`src/rtl/gcbp_pkg.sv`:
```
// -----------------------------------------------------------------------------
// gcbp_pkg
// Constants and types shared by the GCBP sub-image generator/writer path and
// the sub-image reader. The BRAM address layout is {bank, subimage, line}:
// two frame banks (previous/current), four horizontal sub-images per frame
// and 128 lines per sub-image, one 128-bit gray-code bit-plane line per word.
// -----------------------------------------------------------------------------
package gcbp_pkg;

    localparam int BRAM_DATA_WIDTH      = 128;
    localparam int C_NUM_HORI_SUBIMAGES = 4;
    localparam int C_LINES_PER_SUBIMAGE = 128;
    localparam int C_LINE_CNT_BITS      = 7;

    // Address field widths; together they form the BRAM word address.
    localparam int C_BANK_BITS       = 1;
    localparam int C_SUBIMAGE_BITS   = 2;
    localparam int C_BRAM_ADDR_WIDTH = C_BANK_BITS + C_SUBIMAGE_BITS + C_LINE_CNT_BITS;

    // Reader control states.
    typedef enum logic [1:0] {
        S_IDLE  = 2'd0,
        S_READ  = 2'd1,
        S_DRAIN = 2'd2
    } reader_state_t;

    // Build a BRAM word address from its three fields.
    function automatic logic [C_BRAM_ADDR_WIDTH-1:0] make_bram_addr(
        input logic [C_BANK_BITS-1:0]     bank,
        input logic [C_SUBIMAGE_BITS-1:0] subimage,
        input logic [C_LINE_CNT_BITS-1:0] line
    );
        return {bank, subimage, line};
    endfunction

endpackage

```
`src/rtl/gcbp_line_fifo.sv`:
```
// -----------------------------------------------------------------------------
// gcbp_line_fifo
// Two-entry FIFO for returned GCBP lines. Each entry is {idx, last, data}.
// The head entry is presented combinationally on o_data and does not change
// until it is popped, which gives the downstream handshake its stability.
// A flush empties the FIFO and takes priority over a same-cycle push.
//
// Ports:
//   i_clk     clock
//   i_resetn  asynchronous active-low reset
//   i_flush   discard all stored entries (synchronous)
//   i_push    write i_data (caller guarantees space)
//   i_data    entry to write
//   i_pop     consume the head entry (ignored when empty)
//   o_data    head entry
//   o_count   number of stored entries (0..2)
//   o_empty   no entry stored
// -----------------------------------------------------------------------------
module gcbp_line_fifo #(
    parameter int ENTRY_W = 136
) (
    input  logic               i_clk,
    input  logic               i_resetn,
    input  logic               i_flush,
    input  logic               i_push,
    input  logic [ENTRY_W-1:0] i_data,
    input  logic               i_pop,
    output logic [ENTRY_W-1:0] o_data,
    output logic [1:0]         o_count,
    output logic               o_empty
);

    localparam int DEPTH = 2;

    logic [ENTRY_W-1:0] slot_reg [DEPTH];
    logic [DEPTH-1:0]   slot_wr;
    logic               wr_ptr_reg;
    logic               rd_ptr_reg;
    logic [1:0]         count_reg;
    logic [1:0]         count_next;
    logic               pop_ok;
    logic               push_ok;

    assign o_empty = (count_reg == 2'd0);
    assign pop_ok  = i_pop & ~o_empty;
    // A full FIFO can still take a push when its head leaves in the same cycle.
    assign push_ok = i_push & ((count_reg != 2'd2) | pop_ok);

    generate
        for (genvar gi = 0; gi < DEPTH; gi++) begin : g_slot_wr
            assign slot_wr[gi] = push_ok & ~i_flush & (wr_ptr_reg == 1'(gi));
        end
    endgenerate

    always_comb begin
        count_next = count_reg;
        if (i_flush) begin
            count_next = 2'd0;
        end else begin
            count_next = count_reg + {1'b0, push_ok} - {1'b0, pop_ok};
        end
    end

    always_ff @(posedge i_clk or negedge i_resetn) begin
        if (!i_resetn) begin
            for (int i = 0; i < DEPTH; i++) begin
                slot_reg[i] <= '0;
            end
            wr_ptr_reg <= 1'b0;
            rd_ptr_reg <= 1'b0;
            count_reg  <= 2'd0;
        end else begin
            for (int i = 0; i < DEPTH; i++) begin
                if (slot_wr[i]) begin
                    slot_reg[i] <= i_data;
                end
            end
            count_reg <= count_next;
            if (i_flush) begin
                wr_ptr_reg <= 1'b0;
                rd_ptr_reg <= 1'b0;
            end else begin
                if (push_ok) begin
                    wr_ptr_reg <= ~wr_ptr_reg;
                end
                if (pop_ok) begin
                    rd_ptr_reg <= ~rd_ptr_reg;
                end
            end
        end
    end

    assign o_data  = slot_reg[rd_ptr_reg];
    assign o_count = count_reg;

endmodule

```
`src/rtl/gcbp_subimage_reader.sv`:
```
// -----------------------------------------------------------------------------
// gcbp_subimage_reader
// Streams one stored GCBP sub-image (128 lines of 128 bits) out of the
// sub-image BRAM to a valid/ready consumer. Reads are issued only while the
// FIFO plus the single in-flight read leave room, so a stalled consumer
// simply stops issue after two outstanding lines and nothing is lost.
//
// Ports:
//   i_clk, i_resetn      clock, asynchronous active-low reset
//   i_start              request (accepted in S_IDLE only)
//   i_bank               frame bank, sampled with an accepted i_start
//   i_subimage_sel       sub-image 0..3, sampled with an accepted i_start
//   i_abort              synchronous cancel, no o_done
//   o_busy               transfer in progress
//   o_done               one-cycle pulse after the last line handshake
//   o_bram_en            BRAM read enable
//   o_bram_addr          {bank, subimage, line}
//   i_bram_data          read data, one cycle after o_bram_en
//   o_line               line data, bit 127 = leftmost pixel
//   o_line_valid         o_line holds an unconsumed line
//   i_line_ready         consumer accepts the line
//   o_line_idx           line number of o_line
//   o_line_last          o_line is the last line of the sub-image
// -----------------------------------------------------------------------------
module gcbp_subimage_reader #(
    parameter int BRAM_DATA_WIDTH      = 128,
    parameter int C_LINES_PER_SUBIMAGE = 128,
    parameter int C_LINE_CNT_BITS      = 7,
    parameter int C_BRAM_ADDR_WIDTH    = 10
) (
    input  logic                         i_clk,
    input  logic                         i_resetn,
    input  logic                         i_start,
    input  logic                         i_bank,
    input  logic [1:0]                   i_subimage_sel,
    input  logic                         i_abort,
    output logic                         o_busy,
    output logic                         o_done,
    output logic                         o_bram_en,
    output logic [C_BRAM_ADDR_WIDTH-1:0] o_bram_addr,
    input  logic [BRAM_DATA_WIDTH-1:0]   i_bram_data,
    output logic [BRAM_DATA_WIDTH-1:0]   o_line,
    output logic                         o_line_valid,
    input  logic                         i_line_ready,
    output logic [C_LINE_CNT_BITS-1:0]   o_line_idx,
    output logic                         o_line_last
);

    import gcbp_pkg::*;

    localparam int ENTRY_W = C_LINE_CNT_BITS + 1 + BRAM_DATA_WIDTH;
    localparam logic [C_LINE_CNT_BITS-1:0] LAST_LINE = C_LINE_CNT_BITS'(C_LINES_PER_SUBIMAGE - 1);

    reader_state_t              state_reg;
    reader_state_t              state_next;
    logic                       bank_reg;
    logic                       bank_next;
    logic [1:0]                 sub_reg;
    logic [1:0]                 sub_next;
    logic [C_LINE_CNT_BITS-1:0] issue_cnt_reg;
    logic [C_LINE_CNT_BITS-1:0] issue_cnt_next;
    logic                       done_reg;
    logic                       done_next;
    logic                       bram_en;

    // Tracks the one read whose data arrives on i_bram_data this cycle.
    logic                       inflight_reg;
    logic [C_LINE_CNT_BITS-1:0] inflight_idx_reg;

    logic [ENTRY_W-1:0]         push_entry;
    logic [ENTRY_W-1:0]         head_entry;
    logic [1:0]                 fifo_count;
    logic                       fifo_empty;
    logic                       pop;
    logic                       head_last;
    logic [2:0]                 occupancy;

    assign o_line_valid = ~fifo_empty;
    assign pop          = o_line_valid & i_line_ready;
    assign head_last    = head_entry[BRAM_DATA_WIDTH];

    // Lines that will be held after this cycle without a new issue. The pop
    // term is what lets issue resume in the same cycle ready rises.
    assign occupancy = {1'b0, fifo_count} + {2'b00, inflight_reg} - {2'b00, pop};

    always_comb begin
        state_next     = state_reg;
        bank_next      = bank_reg;
        sub_next       = sub_reg;
        issue_cnt_next = issue_cnt_reg;
        bram_en        = 1'b0;
        done_next      = 1'b0;
        case (state_reg)
            S_IDLE: begin
                if (i_start) begin
                    state_next     = S_READ;
                    bank_next      = i_bank;
                    sub_next       = i_subimage_sel;
                    issue_cnt_next = '0;
                end
            end
            S_READ: begin
                if (occupancy < 3'd2) begin
                    bram_en = 1'b1;
                    // The counter parks on the last line instead of wrapping.
                    if (issue_cnt_reg == LAST_LINE) begin
                        state_next = S_DRAIN;
                    end else begin
                        issue_cnt_next = issue_cnt_reg + 1'b1;
                    end
                end
            end
            S_DRAIN: begin
                if (pop && head_last) begin
                    state_next = S_IDLE;
                    done_next  = 1'b1;
                end
            end
            default: begin
                state_next = S_IDLE;
            end
        endcase
        // Cancel overrides everything, including a same-cycle start request.
        if (i_abort) begin
            state_next = S_IDLE;
            bank_next  = bank_reg;
            sub_next   = sub_reg;
            done_next  = 1'b0;
        end
    end

    always_ff @(posedge i_clk or negedge i_resetn) begin
        if (!i_resetn) begin
            state_reg        <= S_IDLE;
            bank_reg         <= 1'b0;
            sub_reg          <= 2'd0;
            issue_cnt_reg    <= '0;
            done_reg         <= 1'b0;
            inflight_reg     <= 1'b0;
            inflight_idx_reg <= '0;
        end else begin
            state_reg        <= state_next;
            bank_reg         <= bank_next;
            sub_reg          <= sub_next;
            issue_cnt_reg    <= issue_cnt_next;
            done_reg         <= done_next;
            inflight_reg     <= bram_en & ~i_abort;
            inflight_idx_reg <= issue_cnt_reg;
        end
    end

    assign push_entry = {inflight_idx_reg, (inflight_idx_reg == LAST_LINE), i_bram_data};

    // A flush on abort also drops a return that lands in the abort cycle.
    gcbp_line_fifo #(
        .ENTRY_W (ENTRY_W)
    ) u_line_fifo (
        .i_clk    (i_clk),
        .i_resetn (i_resetn),
        .i_flush  (i_abort),
        .i_push   (inflight_reg),
        .i_data   (push_entry),
        .i_pop    (pop),
        .o_data   (head_entry),
        .o_count  (fifo_count),
        .o_empty  (fifo_empty)
    );

    assign o_busy      = (state_reg != S_IDLE);
    assign o_done      = done_reg;
    assign o_bram_en   = bram_en;
    assign o_bram_addr = make_bram_addr(bank_reg, sub_reg, issue_cnt_reg);
    assign o_line      = head_entry[BRAM_DATA_WIDTH-1:0];
    assign o_line_idx  = head_entry[ENTRY_W-1 -: C_LINE_CNT_BITS];
    assign o_line_last = head_last;

endmodule

```
`config.mk`:
```
export PLATFORM = sky130hd
export DESIGN_NAME = gcbp_subimage_reader
export DESIGN_NICKNAME = d
export VERILOG_FILES = /design/src/rtl/gcbp_pkg.sv /design/src/rtl/gcbp_line_fifo.sv /design/src/rtl/gcbp_subimage_reader.sv
export SDC_FILE = /design/constraint.sdc
export NUM_CORES = 1
export LEC_CHECK = 0
export ABC_AREA = 1
export CAP_MARGIN = 10
export CORE_ASPECT_RATIO = 1.25
export CORE_MARGIN = 2
export CORE_UTILIZATION = 46
export DETAILED_ROUTE_END_ITERATION = 10
export PLACE_DENSITY = 0.75
export SYNTH_ARGS = -nofsm -noshare
export SYNTH_HDL_FRONTEND = slang
export SYNTH_SLANG_ARGS = --single-unit
```
`constraint.sdc`:
```
create_clock -name i_clk -period 2.2 [get_ports i_clk]
set_input_delay 0.33 -clock i_clk [delete_from_list [all_inputs] [get_ports i_clk]]
set_output_delay 0.33 -clock i_clk [all_outputs]
set_load 0.1 [all_outputs]
```
==> flow_summary.ini <==
[outcome]
outcome = finished with violations
violations = setup timing

[detailed_routing]
drtAntennaViolNets = 0
dr.pass1.iters = 5
wire_per_inst_um = 17.93
post_drt_via_cell_ratio = 5.203
drcViolationCount = 0
drtIter0Drc = 791
routed_wl_um = 40530
vias = 11760

[timing]
final.min_clock_period_ns = 2.764
worst_slew_pin_slew_ns = 0.6342
rsz0062_at_grt = true
fin_skew_ns = 0.009429
maxSlewViolCount = 0
setup_ws_ns = -0.5641
finalCritPeriodShare_pct = 125.6
relSlewSlack_pct = 57.72
setup_viol = 28
hold_viol_final = 0
holdWs_ns = 0.3392
fmax_mhz = 361.8

[layout]
syn_to_final_growth_pct = 56.22
largest_register_ffs = 272
final_nets = 2028
post-route-util_pct = 73.08
drive_gt1_share_pct = 24.19
n_antenna_cell = 0

[logic_synthesis]
synth_edf_count = 0
syn_area_um2 = 12930
avgSynthCellArea_um2 = 8.156
synth_flop_cell = dfrtp_1
synth_cell_types = 26
async_flop_share_pct = 100.0
ys_warn_count = 0
yosysSeqAreaShare_pct = 57.46
yosys.cell_count.top_type = nand2_1
synth_area_leaders = dfrtp_1 57%, nand2_1 21%, o21ai_0 7.2%
yosysTopAreaCellShare_pct = 57.46
synth.net_count = 1727
ys_top_cells_by_count = 722 x nand2_1, 297 x dfrtp_1, 187 x o21ai_0
synth-seq-cells = 297
synth_cells = 1586
synth_top_cell_by_area = dfrtp_1

[setup_path]
crit_start = u_line_fifo.o_count[0]
crit_required_ns = 1.87
critPathCaptureType = primary output
crit_arrival_ns = 2.43
path_max_fanout = 2
regToRegEndpoint = issue_cnt_reg[5]
crit_end = o_bram_en
worstSetupStartpointType = flop
rrSetupSlack_ns = -0.45
r2r-start = u_line_fifo.o_count[0]
worstSetupPathType = reg -> out
rr_worst_depth = 15

[global_route]
grt_pass1_wl_um = 57530
antenna_found_initial = 0
grt_pass1_vias = 11510
track_usage_pct = 24.31
grt_start_max_net_pins = 141
gr-total-overflow = 0

[placed_design]
gp_congestion = 0.8114
io_buffers = 285
hpwlAfterDp_um = 22400

[cts]
root_buffer = clkbuf_16
cts.htree.levels = 1
cts_buffer_depth = 3
cts_sinks = 297
insertion_delay_ns = 0.55
tritoncts = yes
cts_made_buffers = 30
clk_pin_slew_ns = 0.06

[die]
floorplan.rows = 68
die_height_um = 191.5
die_w_um = 154.0
ios = 286
start_util_pct = 46.78
die_area_um2 = 29490
core-area_um2 = 27650

[job]
drv_cap = 0

[min_path]
hold_class = in -> async
==> final cells by class <==
type	count	area (um2)
clock buffers	48	929.6
clock inverters	7	66.31
fillers	1854	7445
inverters	154	590.6
multi-input cells	1044	5213
flip-flops and latches	297	7437
well taps	350	437.9
repair buffers	360	5533
==> cell families (layout without fill, tap and decap cells) <==
| family | Yosys count | count (layout) | share of synthesized area (%) |
|---|---|---|---|
| simple gates | 754 | 754 | 22.18 |
| mux | 3 | 3 | 0.2612 |
| compound gates | 277 | 277 | 10.72 |
| fa+ha+maj | 5 | 5 | 0.5417 |
| xor+xnor | 5 | 5 | 0.3385 |
| flops | 297 | 297 | 57.46 |
| buf+inv | 245 | 569 | 8.503 |
==> critical path, cell delays in order, from the launching register on <==
cell	delay [ns]
dfrtp_1	0.38
nor2_2	0.13
nor2_1	0.05
ha_1	0.28
inv_2	0.06
nand2_2	0.04
fa_1	0.54
nand3_4	0.10
nor2_4	0.11
buf_12	0.18
==> how the worst min path moves through the flow <==
stage	depth (start not counted)	startpoint	slack [ns]	endpoint
2_1_floorplan	0	i_resetn	0.03	bank_reg
4_1_cts	3	i_bram_data[53]	0.32	u_line_fifo.slot_reg[189]
6_report	2	i_resetn	0.34	sub_reg[0]
3_5_place_dp	1	i_resetn	0.36	sub_reg[0]
3_3_place_gp	1	i_resetn	0.35	u_line_fifo.slot_reg[178]
5_1_grt	3	i_bram_data[33]	0.34	u_line_fifo.slot_reg[169]
==> repair_timing <==
action,CTS,global route
gates resized for setup,71,205
pin swaps,4,61
cloned,8,16
setup buffers,11,5
endpoints found under the setup margin,139,122
hold endpoints to repair,68,0
hold buffers,1,0
==> routing by layer <==
layer / share of wire, % / GRT usage [%]
met1: 38 / 28.83
met2: 52 / 43.65
met3: 5.6 / 3.514
met4: 4.6 / 11.29
met5: 0 / 0
==> stage by stage <==
step / cells / setup TNS (ns) / setup slack, ns / cell area, um2
after floorplan: 1586 / -0.1865 / -0.1865 / 12950
after global placement: 2165 / -3.408 / -0.4461 / 17590
after detailed placement: 2165 / -3.636 / -0.4445 / 17590
after CTS: 2240 / -3.910 / -0.5885 / 19110
after global routing: 2260 / -8.001 / -0.6675 / 20210
final: 2260 / -4.099 / -0.5641 / 20210
==> placed cells by master (no fill, tap or decap), drive strengths merged, types with 4 or more instances in the layout <==
master / n
nor2: 13
ha: 4
nand2: 723
o21ai: 276
clkdlybuf4s50: 134
inv: 154
buf: 213
xnor2: 4
clkinv: 5
clkbuf: 60
dfrtp: 297
nand3: 8
nor3: 4
Power is not shown: default switching activity piles up to over one toggle a cycle in this logic, so the estimate is an artifact.
